--- src/rtl/ctrl_decode_exmem_pkg.sv ---
// Shared definitions for the ID-stage control decode and the EX/MEM control slice.
// Opcodes, instruction-class codes for bits [27:25], and the control bundle layout.
package ctrl_decode_exmem_pkg;

  localparam logic [3:0] OP_AND = 4'b0000;
  localparam logic [3:0] OP_EOR = 4'b0001;
  localparam logic [3:0] OP_SUB = 4'b0010;
  localparam logic [3:0] OP_RSB = 4'b0011;
  localparam logic [3:0] OP_ADD = 4'b0100;
  localparam logic [3:0] OP_ADC = 4'b0101;
  localparam logic [3:0] OP_SBC = 4'b0110;
  localparam logic [3:0] OP_RSC = 4'b0111;
  localparam logic [3:0] OP_TST = 4'b1000;
  localparam logic [3:0] OP_TEQ = 4'b1001;
  localparam logic [3:0] OP_CMP = 4'b1010;
  localparam logic [3:0] OP_CMN = 4'b1011;
  localparam logic [3:0] OP_ORR = 4'b1100;
  localparam logic [3:0] OP_MOV = 4'b1101;
  localparam logic [3:0] OP_BIC = 4'b1110;
  localparam logic [3:0] OP_MVN = 4'b1111;

  localparam logic [2:0] CLS_DP_REG = 3'b000;
  localparam logic [2:0] CLS_DP_IMM = 3'b001;
  localparam logic [2:0] CLS_LS_IMM = 3'b010;
  localparam logic [2:0] CLS_LS_REG = 3'b011;
  localparam logic [2:0] CLS_BRANCH = 3'b101;

  typedef struct packed {
    logic [3:0] opcode;
    logic       am;
    logic       s_en;
    logic       load;
    logic       rf;
    logic       size;
    logic       rw;
    logic       en;
    logic       bl;
    logic       b;
  } ctrl_t;

  localparam ctrl_t CTRL_NONE = '0;

  // Flag-only ops produce no register result.
  function automatic logic is_compare_op(input logic [3:0] op);
    return (op >= OP_TST) && (op <= OP_CMN);
  endfunction

endpackage

--- src/rtl/ctrl_decode_exmem_decoder.sv ---
// Pure combinational decode of an ID-stage instruction into the control bundle.
// The condition field is not examined here.
module ctrl_decoder
  import ctrl_decode_exmem_pkg::*;
(
  input  logic [31:0] i_instr,
  output ctrl_t       o_ctrl
);

  logic [2:0] w_class;

  assign w_class = i_instr[27:25];

  always_comb begin
    o_ctrl = CTRL_NONE;
    if (i_instr != 32'h0) begin
      case (w_class)
        CLS_DP_REG, CLS_DP_IMM: begin
          o_ctrl.opcode = i_instr[24:21];
          o_ctrl.s_en   = i_instr[20];
          o_ctrl.am     = i_instr[25];
          o_ctrl.rf     = ~is_compare_op(i_instr[24:21]);
        end
        CLS_LS_IMM, CLS_LS_REG: begin
          // I=0 encodes an immediate offset, hence the inverted AM
          o_ctrl.en     = 1'b1;
          o_ctrl.load   = i_instr[20];
          o_ctrl.rf     = i_instr[20];
          o_ctrl.rw     = ~i_instr[20];
          o_ctrl.size   = i_instr[22];
          o_ctrl.am     = ~i_instr[25];
          o_ctrl.opcode = i_instr[23] ? OP_ADD : OP_SUB;
        end
        CLS_BRANCH: begin
          o_ctrl.b      = 1'b1;
          o_ctrl.bl     = i_instr[24];
          o_ctrl.rf     = i_instr[24];
          o_ctrl.opcode = OP_AND;
        end
        default: o_ctrl = CTRL_NONE;
      endcase
    end
  end

endmodule

--- src/rtl/ctrl_decode_exmem.sv ---
// ID-stage control decode with bubble mux, plus the EX/MEM memory/writeback control register.
// Only the EX/MEM slice holds state; the ID outputs follow the instruction combinationally.
module ctrl_decode_exmem
  import ctrl_decode_exmem_pkg::*;
(
  input  logic        clk,
  input  logic        R,
  input  logic [31:0] in_instruction,
  input  logic        S,
  output logic [3:0]  ID_opcode,
  output logic        ID_AM,
  output logic        ID_S_enable,
  output logic        ID_load_instr,
  output logic        ID_RF_enable,
  output logic        ID_Size_enable,
  output logic        ID_RW_enable,
  output logic        ID_Enable_signal,
  output logic        ID_BL_instr,
  output logic        ID_B_instr,
  input  logic        in_EX_load_instr,
  input  logic        in_EX_RF_enable,
  input  logic        in_EX_Size_enable,
  input  logic        in_EX_RW_enable,
  input  logic        in_EX_Enable_signal,
  output logic        MEM_load_instr,
  output logic        MEM_RF_enable,
  output logic        MEM_Size_enable,
  output logic        MEM_RW_enable,
  output logic        MEM_Enable_signal
);

  ctrl_t      w_dec;
  ctrl_t      w_id;
  logic [4:0] w_ex;
  logic [4:0] r_mem;

  ctrl_decoder u_decoder (
    .i_instr (in_instruction),
    .o_ctrl  (w_dec)
  );

  // Bubble insertion zeroes the whole bundle in the same cycle
  assign w_id = S ? CTRL_NONE : w_dec;

  assign ID_opcode        = w_id.opcode;
  assign ID_AM            = w_id.am;
  assign ID_S_enable      = w_id.s_en;
  assign ID_load_instr    = w_id.load;
  assign ID_RF_enable     = w_id.rf;
  assign ID_Size_enable   = w_id.size;
  assign ID_RW_enable     = w_id.rw;
  assign ID_Enable_signal = w_id.en;
  assign ID_BL_instr      = w_id.bl;
  assign ID_B_instr       = w_id.b;

  assign w_ex = {in_EX_load_instr, in_EX_RF_enable, in_EX_Size_enable,
                 in_EX_RW_enable, in_EX_Enable_signal};

  always_ff @(posedge clk) begin
    if (R) r_mem <= 5'b0;
    else   r_mem <= w_ex;
  end

  assign MEM_load_instr    = r_mem[4];
  assign MEM_RF_enable     = r_mem[3];
  assign MEM_Size_enable   = r_mem[2];
  assign MEM_RW_enable     = r_mem[1];
  assign MEM_Enable_signal = r_mem[0];

endmodule

--- config.mk ---
export PLATFORM = sky130hd
export DESIGN_NAME = ctrl_decode_exmem
export DESIGN_NICKNAME = d
export VERILOG_FILES = /design/src/rtl/ctrl_decode_exmem_pkg.sv /design/src/rtl/ctrl_decode_exmem_decoder.sv /design/src/rtl/ctrl_decode_exmem.sv
export SDC_FILE = /design/constraint.sdc
export NUM_CORES = 1
export LEC_CHECK = 0
export ABC_AREA = 1
export CORE_ASPECT_RATIO = 0.9
export CORE_UTILIZATION = 21
export DETAILED_ROUTE_END_ITERATION = 7
export GPL_ROUTABILITY_DRIVEN = 0
export PLACE_DENSITY = 0.81
export SLEW_MARGIN = 10
export SYNTH_ARGS = -nofsm -noshare
export SYNTH_HDL_FRONTEND = slang
export SYNTH_SLANG_ARGS = --single-unit
export TNS_END_PERCENT = 5
--- constraint.sdc ---
create_clock -name clk -period 0.8 [get_ports clk]
set_input_delay 0.16 -clock clk [delete_from_list [all_inputs] [get_ports clk]]
set_output_delay 0.16 -clock clk [all_outputs]
set_load 0.01 [all_outputs]
[Yosys cells after proc, flatten, opt, wreduce, memory -nomap -nowiden]
Cells that the tools add are included.
Storage, ports and cells
  word-level logic and storage cells: 25
  input port bits: 40
  flip-flop bits (word level): 5
  output and inout bits: 18
Operators by class
  magnitude comparators: 2
  bitwise logic cells: 3
  multiplexer cells: 10
  equality and inequality tests: 4
  reductions and logical operators: 5
Operators with widths (number)
  nonzero test 32 bit: 1
  2-to-1 mux 13 bit: 2
  case mux 4 bit (2 select lines): 1
  == test 3 x 2 -> 1 bit (second input constant): 2
  2-to-1 mux 3 bit: 2
  >= comparator 4 bit (second input constant): 1
  less-or-equal comparator 4 bit (second input constant): 1
  OR reduction 2 bit: 2
  == test 3 x 1 -> 1 bit (second input constant): 1
  == test 3 bit (second input constant): 1
  zero test 3 bit: 1
  inverter 1 bit: 3
  case mux 1 bit (3 select lines): 1
  2-to-1 mux 1 bit: 2
  2-to-1 mux 2 bit: 1
  case mux 1 bit (2 select lines): 1
  logical AND 1 bit: 1

[Longest topological paths before layout]
Gate-level depths: netlist of the first run.
  depth after elaboration: 6
  depth in mapped cells: 6
  mapped depth without buffers: 6

[Cells and area by module]
From an unflattened synthesis of the first run, not the netlist that was laid out.
Second synthesis, totals
  cells, all modules: 99
  area total of the unflattened synthesis: 481.7 um^2
By module, submodules not included
  ctrl_decode_exmem: instances 1, cells an instance 42, seq. area each 100.1 um^2, area an instance 246.5 um^2
  ctrl_decoder: instances 1, cells an instance 57, seq. area each 0.0 um^2, area an instance 235.2 um^2

[Least setup slack after synthesis of the first run]
OpenSTA, ideal clock, no wires.
  path kind: input -> output
  start point: in S
  end point: out ID_B_instr
  required time: 0.640 ns
  arrival time: 0.745 ns
  cell stages on the path: 2
  slack: -0.105 ns
  buffers on the path: 1
  cells stage by stage: buf_4 > nor4_1
On the way
  longest elaborated chain between the ends: 1
Ends and longest elaborated chain
  start: declaration: line ctrl_decode_exmem.sv:9  | input logic S,
  2-to-1 mux 13 bit: line ctrl_decode_exmem.sv:43  | assign w_id = S ? CTRL_NONE : w_dec;
  end: declaration: line ctrl_decode_exmem.sv:19  | output logic ID_B_instr,
No other way between the ends.

[Final worst setup path of the first run]
  start point: in in_instruction[25]
  end point: out ID_RF_enable
On the way
  longest elaborated chain between the ends: 5
  elaborated cells on any way between the ends: 11
  those cells by class: eq/ne (4); mux (3); reduce/logical (4)
Ends and longest elaborated chain
  start: declaration: line ctrl_decode_exmem.sv:8  | input logic [31:0] in_instruction,
  == test 3 x 2 -> 1 bit, or another cell as far along: line ctrl_decode_exmem_decoder.sv:17  | case (w_class)
  OR reduction 2 bit: line ctrl_decode_exmem_decoder.sv:17
  case mux 1 bit (3 select lines): line ctrl_decode_exmem_decoder.sv:17
  2-to-1 mux 13 bit *: line ctrl_decode_exmem_decoder.sv:16  | if (i_instr != 32'h0) begin
  2-to-1 mux 13 bit *: line ctrl_decode_exmem.sv:43
  end: declaration: line ctrl_decode_exmem.sv:14  | output logic ID_RF_enable,
Mark *: on every way between the ends. The rest lies on a longest branch, timed or not.

==> impl_metrics.json, run 1 <==
{
  "status": "finished, violations left",
  "violations": "negative setup slack",
  "clk_pin_slew_worst_paths_ns": 0.04,
  "fp.coreArea_mm2": 0.001914,
  "synthArstFlopShare": 0,
  "grt.overflow.total": 0,
  "critPathRequiredTime_ns": 0.64,
  "grt_use_met2": 0.3123,
  "pin_count": 58,
  "grt_use_met1": 0.1377,
  "cpLargestDelayFamily": "simple AND/OR/NAND/NOR gates",
  "synth.top_cell.area_share": 0.3284,
  "finalSetupViolations": 18,
  "max_slew_margin": 0.8731,
  "wl_per_cell_um": 9.322,
  "cp-startpoint": "in_instruction[25]",
  "antenna_found_initial": 0,
  "worstHoldPathCells": 3,
  "diodes": 0,
  "fill_cells": 212,
  "finalHoldViolCount": 0,
  "initial_core_util": 0.2209,
  "drt-initial-drc-count": 3,
  "wirelength_um": 1622,
  "holdPathEnd": "r_mem[2]",
  "drive_above_1_share": 0.5570,
  "cts_hold_buf": 0,
  "grt_use_total": 0.1468,
  "worstPathMaxFanout": 2,
  "path_class": "primary input to output port",
  "root_buffer": "clkbuf_4",
  "die_w_um": 49.31,
  "synth_seq_area_share": 0.2367,
  "startpoint_type": "primary input",
  "vias": 726,
  "power_leakage_nw": 0.5242,
  "cp.depth": 8,
  "yosys-top-cells-count": "nor2_1 (37), nand2_1 (13), inv_1 (12)",
  "cap_violations": 0,
  "cpPeakStageDelay_ns": 0.14,
  "rows": 15,
  "cp_num_buf_inv": 3,
  "synth_area_leaders": "nor2_1 (33%), dfxtp_1 (24%), nand2_1 (12%)",
  "rsz0062_at_grt": "yes",
  "tightest_slew_ns": 0.1888,
  "setup_tns_ns": -1.801,
  "yosysWarnings": 0,
  "clkSinkCount": 5,
  "use_met3": 0.02405,
  "cp_slowest_cell": "nor2_2",
  "dpl.hpwl_um": 1318,
  "yosysMostFrequentCell": "nor2_1",
  "place_area_mm2": 0.001074,
  "power_density_mw_per_mm2": 937.1,
  "cts_buffer_depth": 2,
  "synth_edf_count": 0,
  "fin_crit_sh": 1.294,
  "grt_busiest_layer": "met2",
  "setup_slack_ns": -0.2350,
  "die_h_um": 44.58,
  "largest_register": "r_mem",
  "hold_start": "in_EX_Size_enable",
  "vias_per_cell": 4.172,
  "grt_pass1_wl_um": 2477,
  "synth_seq_cells": 5,
  "cts_tree": "done",
  "syn_avg_cell_area_um2": 5.286,
  "drv_slew": 0,
  "fin_hold_ws_ns": 0.4425,
  "synth_top_cell_by_area": "nor2_1",
  "hp-class": "primary input to flop",
  "grt_max_degree": 10,
  "syn_inst": 80,
  "dieArea_mm2": 0.002198,
  "fin_nets": 190,
  "io_buffer_count": 57,
  "ys.flop_type": "dfxtp_1",
  "syn_nets": 120,
  "ant_nets": 0,
  "arrival_ns": 0.88,
  "total_power_mw": 0.9040,
  "fin_crit_ns": 1.035,
  "final_util": 0.5039,
  "numCtsBuffers": 3,
  "syn-cell-area_um2": 422.9,
  "grt_pass1_vias": 651,
  "crit_chain": "buf_2, inv_2, nor2_2, nor2_1, nor2_1, nand2_1, nor2_1, buf_2",
  "final_area_um2": 964.7,
  "synthDistinctLibCells": 15,
  "dr.pass1.iters": 4,
  "largest_reg_flops": 5,
  "drc": 0,
  "area_growth_pct": 128.1,
  "reg_top3": "r_mem (5)",
  "critPathCaptureType": "output port",
  "vdd_drop_max_mv": 0.5441,
  "crit_path_frequent_cell": "nor2_1",
  "max_clock_freq_ghz": 0.9662,
  "h-tree-depth": 1
}
tightest hold or removal path: stages:
cell and delay [ns]:
clkdlybuf4s50_1 0.39, inv_1 0.05, nor2_1 0.03
logic make-up after synthesis:
logic type,Yosys count,share of synthesized area
DFF,5,0.2367
AOI/OAI and AO/OA,3,0.05916
buffers and inverters,13,0.1243
and+or+nand+nor,59,0.5799
layout make-up:
cell class	instances	area, um^2	area share
clock buffers	4	26.28	0.02724
inverters	12	45.04	0.04669
multi-input cells	62	326.6	0.3385
flip-flops and latches	5	102.6	0.1064
well taps	25	31.28	0.03243
repair buffers	66	432.9	0.4488
power breakdown:
group | internal (mW) | switching, mW
clock | 0.188 | 0.0871
sequential | 0.265 | 0.00433
combinational | 0.201 | 0.159
layout by cell type (no fill, tap or decap), types with 3 or more instances in the layout:
| cell | instances |
|---|---|
| buf_2 | 19 |
| buf_4 | 10 |
| buf_6 | 3 |
| clkbuf_2 | 24 |
| clkbuf_4 | 4 |
| clkdlybuf4s50_1 | 6 |
| dfxtp_1 | 3 |
| inv_1 | 10 |
| nand2_1 | 13 |
| nor2_1 | 31 |
| nor2_2 | 6 |
stage by stage:
stage | worst slack (ns) | instances
after floorplan | -0.06556 | 80
after global placement | -1.104 | 167
after detailed placement | -1.128 | 167
after CTS | -0.2958 | 173
after global routing | -0.3139 | 174
final | -0.2350 | 174
worst max path at each step:
stage / endpoint / slack, ns
floorplan: ID_RW_enable / -0.07
global placement: ID_RF_enable / -1.10
detailed placement: ID_AM / -1.13
CTS: ID_RF_enable / -0.30
global route: ID_RF_enable / -0.31
finish: ID_RF_enable / -0.24
layer usage:
layer / routed length, um / share of wire
met5: 0 / 0
met4: 13 / 0.0080
met3: 86 / 0.053
met2: 892 / 0.55
met1: 630 / 0.39
timing repair:
item,CTS,global route
pin swaps,34,33
endpoints found under the setup margin,18,18
setup buffers,2,1
resized for setup,164,39
Power figures use the tool's default switching activity.
==> run 2, diff against run 1 <==
CORE_ASPECT_RATIO = unset   (was 0.9)
CORE_MARGIN = 2   (was unset)
==> impl_metrics.json, run 2 (synthesis gave the netlist of run 1 again) <==
{
  "status": "finished, violations left",
  "violations": "negative setup slack",
  "rsz0062_at_grt": "yes",
  "diodes": 0,
  "antenna_found_initial": 0,
  "max_clock_freq_ghz": 0.9812,
  "setup_slack_ns": -0.2192,
  "total_power_mw": 0.9200,
  "drc": 0,
  "fill_cells": 214,
  "pwr-share-seq": 0.292,
  "cts_buffer_depth": 2,
  "dr.pass1.iters": 4,
  "vias": 728,
  "arrival_ns": 0.86,
  "comb_power_share": 0.401,
  "vdd_drop_max_mv": 0.4451,
  "vias_per_cell": 4.113,
  "critPathCaptureType": "output port",
  "critPathRequiredTime_ns": 0.64,
  "mostFrequentLayoutCell": "nor2_1",
  "grt_use_total": 0.1695,
  "drive_above_1_share": 0.5733,
  "fin_crit_sh": 1.274,
  "cp-startpoint": "in_instruction[27]",
  "clkSinkCount": 5,
  "path_class": "primary input to output port",
  "hold_start": "in_EX_RW_enable",
  "intPower_mw": 0.6569,
  "hp-class": "primary input to flop",
  "dieArea_mm2": 0.002389,
  "switching_share": 0.2860,
  "worstPathMaxFanout": 5,
  "io_buffer_count": 57,
  "setup_tns_ns": -1.911,
  "startpoint_type": "primary input",
  "pin_count": 58,
  "grt_pass1_wl_um": 3256,
  "cts_hold_buf": 0,
  "largest_reg_flops": 5,
  "die_h_um": 48.88,
  "rows": 16,
  "drv_slew": 0,
  "reg_top3": "r_mem (5)",
  "h-tree-depth": 1,
  "fin_nets": 191,
  "tightest_slew_ns": 0.1798,
  "power_density_mw_per_mm2": 951.2,
  "fp.coreArea_mm2": 0.001922,
  "fin_crit_ns": 1.019,
  "cts_tree": "done",
  "power_leakage_nw": 0.5245,
  "p_sw_mw": 0.2631,
  "area_growth_pct": 128.7,
  "most-common-layout-cells": "nor2_1 (28), buf_2 (23), clkbuf_2 (21)",
  "largest_register": "r_mem",
  "cap_violations": 0,
  "wirelength_um": 1843,
  "ant_nets": 0,
  "drt-initial-drc-count": 1,
  "max_slew_margin": 0.8791,
  "initial_core_util": 0.2201,
  "worstHoldPathCells": 3,
  "grt.overflow.total": 0,
  "root_buffer": "clkbuf_4",
  "route.met3.wl_um": 93,
  "top_layer_used": "met4",
  "clock_power_share": 0.308,
  "wl_per_cell_um": 10.41,
  "met1Wirelength_um": 666,
  "wl_met2_um": 1029,
  "dpl.hpwl_um": 1551,
  "grt_max_degree": 10,
  "grt_pass1_vias": 785,
  "numCtsBuffers": 3,
  "finalSetupViolations": 17,
  "die_w_um": 48.88,
  "clk_pin_slew_worst_paths_ns": 0.04,
  "finalHoldViolCount": 0
}
[run 2: cell count changes in the layout (fill, tap and decap cells not counted), sizes merged]
cell           previous run  this run
clkbuf                   29        25
buf                      34        40
clkdlybuf4s15             1         0
[run 2: per-layer routing]
| layer | global-route usage | vias to the layer above |
|---|---|---|
| met5 | 0 | - |
| met2 | 0.3196 | 28 |
| met4 | 0.09524 | 0 |
| met3 | 0.03067 | 6 |
| li1 | - | 381 |
| met1 | 0.1735 | 313 |
[run 2: area by class of cell]
class / instances / area (um^2) / share of cell area
clock buffers: 4 / 26.28 / 0.02717
inverters: 12 / 45.04 / 0.04657
multi-input cells: 62 / 321.6 / 0.3325
flip-flops and latches: 5 / 102.6 / 0.1061
well taps: 27 / 33.78 / 0.03493
repair buffers: 67 / 437.9 / 0.4528
[run 2: repair_timing]
| action | 4_1_cts | 5_1_grt |
|---|---|---|
| setup endpoints to repair | 18 | 18 |
| setup buffers | 2 | 0 |
| cloned | 0 | 0 |
| resized for setup | 170 | 37 |
| pin swaps | 34 | 28 |
[run 2: worst paths after layout]
path,to,slack (ns)
hold / removal,r_mem[1],0.44
setup / recovery,ID_RF_enable,-0.22
[run 2: worst max-delay path, cell delays in order]
cell     delay, ns
buf_8         0.11
nor2_4        0.15
o21ai_1       0.09
nand3_1       0.09
nand2_1       0.05
nor2_1        0.09
buf_2         0.13
[run 2: power by group through the flow]
stage                     Sequential [mW]  Clock, mW  Combinational, mW
final                               0.268      0.283              0.369
after global routing                0.269      0.325              0.404
after CTS                           0.266      0.294              0.373
after detailed placement            0.271          0              0.431
after global placement              0.271          0              0.421
after floorplan                     0.278          0              0.106
[run 2: through the flow]
step	setup slack, ns	instances	hold WS (ns)	utilization	instance area, um^2
final	-0.2192	177	0.4394	0.5033	967.2
after global routing	-0.2865	177	0.4468	0.5033	967.2
after CTS	-0.2812	177	0.4443	0.5313	1021
after detailed placement	-1.170	171	0.6882	0.5677	1091
after global placement	-1.109	171	0.6927	0.5677	1091
after floorplan	-0.06556	80	0.2312	-	434.2
